--- src/rtl/prefetch_arb_pkg.sv ---
// Shared types for prefetch_rd_arbiter: requester index, AR FSM states, error bit positions.
package prefetch_arb_pkg;

  // Index type is sized for the largest supported requester count (8).
  localparam int unsigned MAX_REQ   = 8;
  localparam int unsigned REQ_IDX_W = $clog2(MAX_REQ);
  typedef logic [REQ_IDX_W-1:0] req_idx_t;

  typedef enum logic {
    IDLE = 1'b0,
    HOLD = 1'b1
  } ar_state_e;

  localparam int unsigned ERR_W           = 3;
  localparam int unsigned ERR_R_EMPTY     = 0;
  localparam int unsigned ERR_PUSH_FULL   = 1;
  localparam int unsigned ERR_ID_MISMATCH = 2;

endpackage

--- src/rtl/rd_order_fifo.sv ---
// Order FIFO of {requester index, transaction id} per accepted AR burst.
module rd_order_fifo
  import prefetch_arb_pkg::*;
#(
  parameter int unsigned LOG_DEPTH = 2,
  parameter int unsigned ID_W      = 8
) (
  input  logic                 clk,
  input  logic                 rst_n,
  input  logic                 push,
  input  req_idx_t             push_idx,
  input  logic [ID_W-1:0]      push_id,
  input  logic                 pop,
  output req_idx_t             head_idx,
  output logic [ID_W-1:0]      head_id,
  output logic [LOG_DEPTH:0]   count,
  output logic                 full,
  output logic                 empty
);

  localparam int unsigned DEPTH = 1 << LOG_DEPTH;
  localparam int unsigned CNT_W = LOG_DEPTH + 1;

  req_idx_t              idx_mem [DEPTH];
  logic [ID_W-1:0]       id_mem  [DEPTH];
  logic [LOG_DEPTH-1:0]  wr_ptr_q;
  logic [LOG_DEPTH-1:0]  rd_ptr_q;
  logic                  do_push;
  logic                  do_pop;

  assign full     = (count == CNT_W'(DEPTH));
  assign empty    = (count == '0);
  assign do_push  = push & ~full;
  assign do_pop   = pop & ~empty;
  assign head_idx = idx_mem[rd_ptr_q];
  assign head_id  = id_mem[rd_ptr_q];

  // Pointers wrap naturally at the power-of-two depth.
  always_ff @(posedge clk or negedge rst_n) begin
    if (!rst_n) begin
      wr_ptr_q <= '0;
      rd_ptr_q <= '0;
      count    <= '0;
      for (int i = 0; i < int'(DEPTH); i++) begin
        idx_mem[i] <= '0;
        id_mem[i]  <= '0;
      end
    end else begin
      if (do_push) begin
        idx_mem[wr_ptr_q] <= push_idx;
        id_mem[wr_ptr_q]  <= push_id;
        wr_ptr_q          <= wr_ptr_q + LOG_DEPTH'(1);
      end
      if (do_pop) begin
        rd_ptr_q <= rd_ptr_q + LOG_DEPTH'(1);
      end
      case ({do_push, do_pop})
        2'b10:   count <= count + CNT_W'(1);
        2'b01:   count <= count - CNT_W'(1);
        default: count <= count;
      endcase
    end
  end

endmodule

--- src/rtl/prefetch_rd_arbiter.sv ---
// Shares one AXI AR/R port between NUM_REQ read masters; R beats steered by an order FIFO.
// Define PREFETCH_ARB_RR_EN for round-robin arbitration; otherwise fixed priority (lowest index).
module prefetch_rd_arbiter
  import prefetch_arb_pkg::*;
#(
  parameter int unsigned NUM_REQ              = 2,
  parameter int unsigned ADDR_BITS            = 16,
  parameter int unsigned BURST_LEN_WIDTH      = 8,
  parameter int unsigned TID_WIDTH            = 8,
  parameter int unsigned LOG_BLOCK_DATA_BYTES = 0,
  parameter int unsigned LOG_MAX_OUTSTANDING  = 2
) (
  input  logic                                 clk,
  input  logic                                 resetN,
  input  logic [NUM_REQ-1:0]                   s_ar_valid,
  output logic [NUM_REQ-1:0]                   s_ar_ready,
  input  logic [NUM_REQ*ADDR_BITS-1:0]         s_ar_addr,
  input  logic [NUM_REQ*BURST_LEN_WIDTH-1:0]   s_ar_len,
  input  logic [NUM_REQ*TID_WIDTH-1:0]         s_ar_id,
  output logic                                 m_ar_valid,
  input  logic                                 m_ar_ready,
  output logic [ADDR_BITS-1:0]                 m_ar_addr,
  output logic [BURST_LEN_WIDTH-1:0]           m_ar_len,
  output logic [TID_WIDTH-1:0]                 m_ar_id,
  input  logic                                 m_r_valid,
  output logic                                 m_r_ready,
  input  logic                                 m_r_last,
  input  logic [(8<<LOG_BLOCK_DATA_BYTES)-1:0] m_r_data,
  input  logic [TID_WIDTH-1:0]                 m_r_id,
  output logic [NUM_REQ-1:0]                   s_r_valid,
  input  logic [NUM_REQ-1:0]                   s_r_ready,
  output logic                                 s_r_last,
  output logic [(8<<LOG_BLOCK_DATA_BYTES)-1:0] s_r_data,
  output logic [TID_WIDTH-1:0]                 s_r_id,
  output logic [LOG_MAX_OUTSTANDING:0]         outstanding,
  output logic [2:0]                           errorCode
);

  ar_state_e                 state_q;
  ar_state_e                 state_d;
  logic                      sel_found;
  req_idx_t                  sel_idx;
  logic                      grant;
  logic [ADDR_BITS-1:0]      sel_addr;
  logic [BURST_LEN_WIDTH-1:0] sel_len;
  logic [TID_WIDTH-1:0]      sel_id;
  req_idx_t                  head_idx;
  logic [TID_WIDTH-1:0]      head_id;
  logic                      fifo_full;
  logic                      fifo_empty;
  logic                      pop;
  logic [ERR_W-1:0]          err_set;
`ifdef PREFETCH_ARB_RR_EN
  req_idx_t                  rr_ptr_q;
`endif

  // Requester search starting at the round-robin pointer (or index 0).
  always_comb begin
    int unsigned rr_base;
    sel_found = 1'b0;
    sel_idx   = '0;
    rr_base   = 0;
`ifdef PREFETCH_ARB_RR_EN
    rr_base   = 32'(rr_ptr_q);
`endif
    for (int unsigned k = 0; k < NUM_REQ; k++) begin
      for (int unsigned i = 0; i < NUM_REQ; i++) begin
        if (!sel_found && s_ar_valid[i] && (i == (rr_base + k) % NUM_REQ)) begin
          sel_found = 1'b1;
          sel_idx   = req_idx_t'(i);
        end
      end
    end
  end

  // Full check uses pre-pop occupancy, so a same-cycle pop never frees a slot early.
  assign grant = (state_q == IDLE) && sel_found && !fifo_full;

  always_comb begin
    s_ar_ready = '0;
    sel_addr   = '0;
    sel_len    = '0;
    sel_id     = '0;
    for (int unsigned i = 0; i < NUM_REQ; i++) begin
      if (sel_idx == req_idx_t'(i)) begin
        s_ar_ready[i] = grant;
        sel_addr      = s_ar_addr[i*ADDR_BITS +: ADDR_BITS];
        sel_len       = s_ar_len[i*BURST_LEN_WIDTH +: BURST_LEN_WIDTH];
        sel_id        = s_ar_id[i*TID_WIDTH +: TID_WIDTH];
      end
    end
  end

  always_comb begin
    state_d = state_q;
    case (state_q)
      IDLE:    if (grant) state_d = HOLD;
      HOLD:    if (m_ar_ready) state_d = IDLE;
      default: state_d = IDLE;
    endcase
  end

  always_ff @(posedge clk or negedge resetN) begin
    if (!resetN) begin
      state_q    <= IDLE;
      m_ar_valid <= 1'b0;
      m_ar_addr  <= '0;
      m_ar_len   <= '0;
      m_ar_id    <= '0;
    end else begin
      state_q    <= state_d;
      m_ar_valid <= (state_d == HOLD);
      if (grant) begin
        m_ar_addr <= sel_addr;
        m_ar_len  <= sel_len;
        m_ar_id   <= sel_id;
      end
    end
  end

`ifdef PREFETCH_ARB_RR_EN
  always_ff @(posedge clk or negedge resetN) begin
    if (!resetN) begin
      rr_ptr_q <= '0;
    end else if (grant) begin
      rr_ptr_q <= (32'(sel_idx) + 1 == NUM_REQ) ? '0 : sel_idx + req_idx_t'(1);
    end
  end
`endif

  rd_order_fifo #(
    .LOG_DEPTH (LOG_MAX_OUTSTANDING),
    .ID_W      (TID_WIDTH)
  ) u_order_fifo (
    .clk      (clk),
    .rst_n    (resetN),
    .push     (grant),
    .push_idx (sel_idx),
    .push_id  (sel_id),
    .pop      (pop),
    .head_idx (head_idx),
    .head_id  (head_id),
    .count    (outstanding),
    .full     (fifo_full),
    .empty    (fifo_empty)
  );

  // R beats go only to the FIFO head owner; everything else sees valid low.
  always_comb begin
    s_r_valid = '0;
    m_r_ready = 1'b0;
    for (int unsigned i = 0; i < NUM_REQ; i++) begin
      if (head_idx == req_idx_t'(i)) begin
        s_r_valid[i] = m_r_valid & ~fifo_empty;
        m_r_ready    = s_r_ready[i] & ~fifo_empty;
      end
    end
  end

  assign pop      = m_r_valid & m_r_ready & m_r_last;
  assign s_r_last = m_r_last;
  assign s_r_data = m_r_data;
  assign s_r_id   = m_r_id;

  always_comb begin
    err_set                  = '0;
    err_set[ERR_R_EMPTY]     = m_r_valid & fifo_empty;
    err_set[ERR_PUSH_FULL]   = grant & fifo_full;
    err_set[ERR_ID_MISMATCH] = m_r_valid & ~fifo_empty & (m_r_id != head_id);
  end

  always_ff @(posedge clk or negedge resetN) begin
    if (!resetN) begin
      errorCode <= '0;
    end else begin
      errorCode <= errorCode | err_set;
    end
  end

endmodule
--- config.mk ---
export PLATFORM = sky130hd
export DESIGN_NAME = prefetch_rd_arbiter
export DESIGN_NICKNAME = d
export VERILOG_FILES = /design/src/rtl/prefetch_arb_pkg.sv /design/src/rtl/rd_order_fifo.sv /design/src/rtl/prefetch_rd_arbiter.sv
export SDC_FILE = /design/constraint.sdc
export NUM_CORES = 1
export LEC_CHECK = 0
export BUFFER_PORTS_ARGS = -buffer_cell sky130_fd_sc_hd__buf_2
export CAP_MARGIN = 20
export CORE_MARGIN = 2
export CORE_UTILIZATION = 35
export DETAILED_ROUTE_END_ITERATION = 16
export HOLD_SLACK_MARGIN = 0.03
export PLACE_DENSITY = 0.64
export RECOVER_POWER = 50
export SYNTH_ARGS = -nofsm -noshare
export SYNTH_HDL_FRONTEND = slang
export SYNTH_SLANG_ARGS = --single-unit
export TNS_END_PERCENT = 30
--- constraint.sdc ---
create_clock -name clk -period 7.31 [get_ports clk]
set_clock_uncertainty 0.1 [all_clocks]
set_input_delay 1.462 -clock clk [delete_from_list [all_inputs] [get_ports clk]]
set_output_delay 1.462 -clock clk [all_outputs]
set_load 0.03 [all_outputs]
==> results.cfg <==
[finish]
stdcell_area_sq_um = 4870
layout_common_cells = buf_2, dfrtp_1, mux2_2, nand2_1, clkbuf_1
diodes = 0
fin_util_pct = 43.2
final_cells = 604
syn_to_final_growth_pct = 22.0
final_common_cell = buf_2
nets = 551
layout-drive-gt1-share_pct = 36.0

[worst_hold_path]
hold_path_class = reg -> reg
min-delay-start = errorCode[1]

[worst_setup_path]
crit_path_cell_trace = clkbuf_1 > clkbuf_1
cp_slowest_cell = clkbuf_1
slowest_delay_ps = 2770
r2r_slack_ps = 3870
rr_startpoint = u_order_fifo.rd_ptr_q[0]
crit_type = in -> async
start_kind = input port
arrival_ps = 4540
critPathTopFamily = buffers and inverters
worst-path-buf-inv = 2
endpoint_kind = async pin
crit_required_ps = 6750
crit_path_max_fanout = 74
path_common_cell = clkbuf_1
worstSetupStartpoint = resetN

[timing]
setup_violations = 0
drv_slew = 75
layout_min_cycle_time_ps = 5100
hold_viol = 0
relSlewSlack_pct = -160
fmax_ghz = 0.196
fin_crit_sh_pct = 69.7
tns_ps = 0
tightestPinTransition_ps = 3900
rsz0062_at_grt = false

[floorplan]
die_y_um = 111
ios = 150
dieArea_sq_um = 12300
fp.coreArea_sq_um = 11300
chipWidth_um = 111
rows = 39
initial_utilization_pct = 35.4

[power]
p_switching_mw = 0.979
leakage_nw = 2.22
finalPower_mw = 2.30
ir_worst_vdd_uv = 204
power.internal_mw = 1.33
clkPwrFrac_pct = 18.2
seq_power_share_pct = 35.6
power_frac_comb_pct = 46.2
switching_share_pct = 42.5
power.density_nw_per_um2 = 473

[routing]
vias = 3076
first_pass_iters = 4
drcViolationCount = 0
ant_nets = 0
drt-vias-per-instance = 5.09
routed_wl_um = 9850
wl_per_cell_um = 16.3
drtIter0Drc = 203

[clock_tree]
clk-insertion-delay-late_ps = 330
htreeDepth = 3
cts_hold_buf = 0
clkTransAtPathRegs_ps = 60
numCtsBuffers = 9
cts_resized = 0
postCtsSetupRepairBufs = 0
cts.path.max_buffers = 2
numClockSinks = 79
cts_tree = done
cts_root_buf = clkbuf_16

[logic_synthesis]
ys_seq_area_share_pct = 49.5
yosysUniqueCellTypes = 34
ys.flop_type = dfrtp_1
synthTopCellsByArea = dfrtp_1, mux2_2, a22oi_1
ys_warn_count = 0
synth_top_area_share_pct = 49.5
synth_area_sq_um = 3990
syn_nets = 443
synth.avg_cell_area_sq_um = 11.5
async_flop_share_pct = 100
syn_inst = 348
ys_seq_elements = 79
synth_edf_count = 0
synth_area_leader_cell = dfrtp_1

[placed_design]
place_inst = 587
post-dp-hpwl_um = 6970
place.gp.congestion = 0.767
place_area_sq_um = 4630
portBuffers = 133

[grt]
grt_max_degree = 80
grt_pass1_wl_um = 16400
antenna_found_initial = 0
track_usage_pct = 16.7
overflow = 0
grt_pass1_vias = 3299

[outcome]
violations = capacitance limit, slew limit
outcome = finished, violations left

[job]
max-cap-violations = 1
-- per-layer routing --
metal	GRT usage [%]	part of all wire (%)
met5	0	0
met4	8.67	3.3
met3	3.77	4.5
met2	27.9	51
met1	20.2	41
-- area by class of cell --
| type | count | area [sq um] |
|---|---|---|
| clock buffer | 9 | 225 |
| clock inverter | 7 | 53.8 |
| fill | 1074 | 6400 |
| inverter | 7 | 26.3 |
| multi-input combinational | 224 | 1770 |
| sequential | 79 | 1980 |
| tap | 143 | 179 |
| timing repair buffer | 135 | 639 |
-- final timing paths --
kind | depth (start not counted) | end
min in group asynchronous | 1 | u_order_fifo.id_mem[28]
min reg2reg | 0 | errorCode[1]
max in group clk | 4 | s_ar_ready[1]
max | 2 | state_q
min | 0 | errorCode[1]
max reg2reg | 9 | u_order_fifo.count[2]
-- registers in the layout, indices dropped and copies added, names as in the netlist --
signal                 count
m_ar_len                   8
m_ar_addr                 16
errorCode                  3
u_order_fifo.id_mem       32
m_ar_id                    8
u_order_fifo.count         3
u_order_fifo.wr_ptr_q      2
state_q                    1
u_order_fifo.idx_mem       4
u_order_fifo.rd_ptr_q      2
-- synthesized netlist by cell type (6+ instances only) --
library cell,instances
xor2_1,11
a22oi_1,24
o21ai_0,26
a31oi_1,24
clkbuf_1,15
nand2_1,31
mux4_2,6
buf_4,18
mux2_2,38
inv_1,6
nor2b_1,25
dfrtp_1,79
-- power by group through the flow --
stage	registers, mW	logic (mW)	clock network [mW]
after global routing	0.853	1.17	0.455
after detailed placement	0.826	1.09	0
after floorplan	0.967	0.657	0
after CTS	0.818	1.10	0.432
final	0.821	1.07	0.419
after global placement	0.813	1.06	0
-- logic make-up after synthesis --
logic type	count (synthesis)	synth area share [%]
compound gates	82	13.0
mux	51	17.1
fa+ha+maj	6	2.07
buf+inv	45	6.20
xor+xnor	14	3.07
flops	79	49.5
simple gates	71	8.99
-- stage by stage --
stage                     setup slack (ps)  hold WS, ps
after floorplan                       3350          356
after global routing                  1310          296
after CTS                             2350          281
after global placement                2400          268
after detailed placement              2350          263
final                                 2210          276
(Power assumes the default switching activity.)
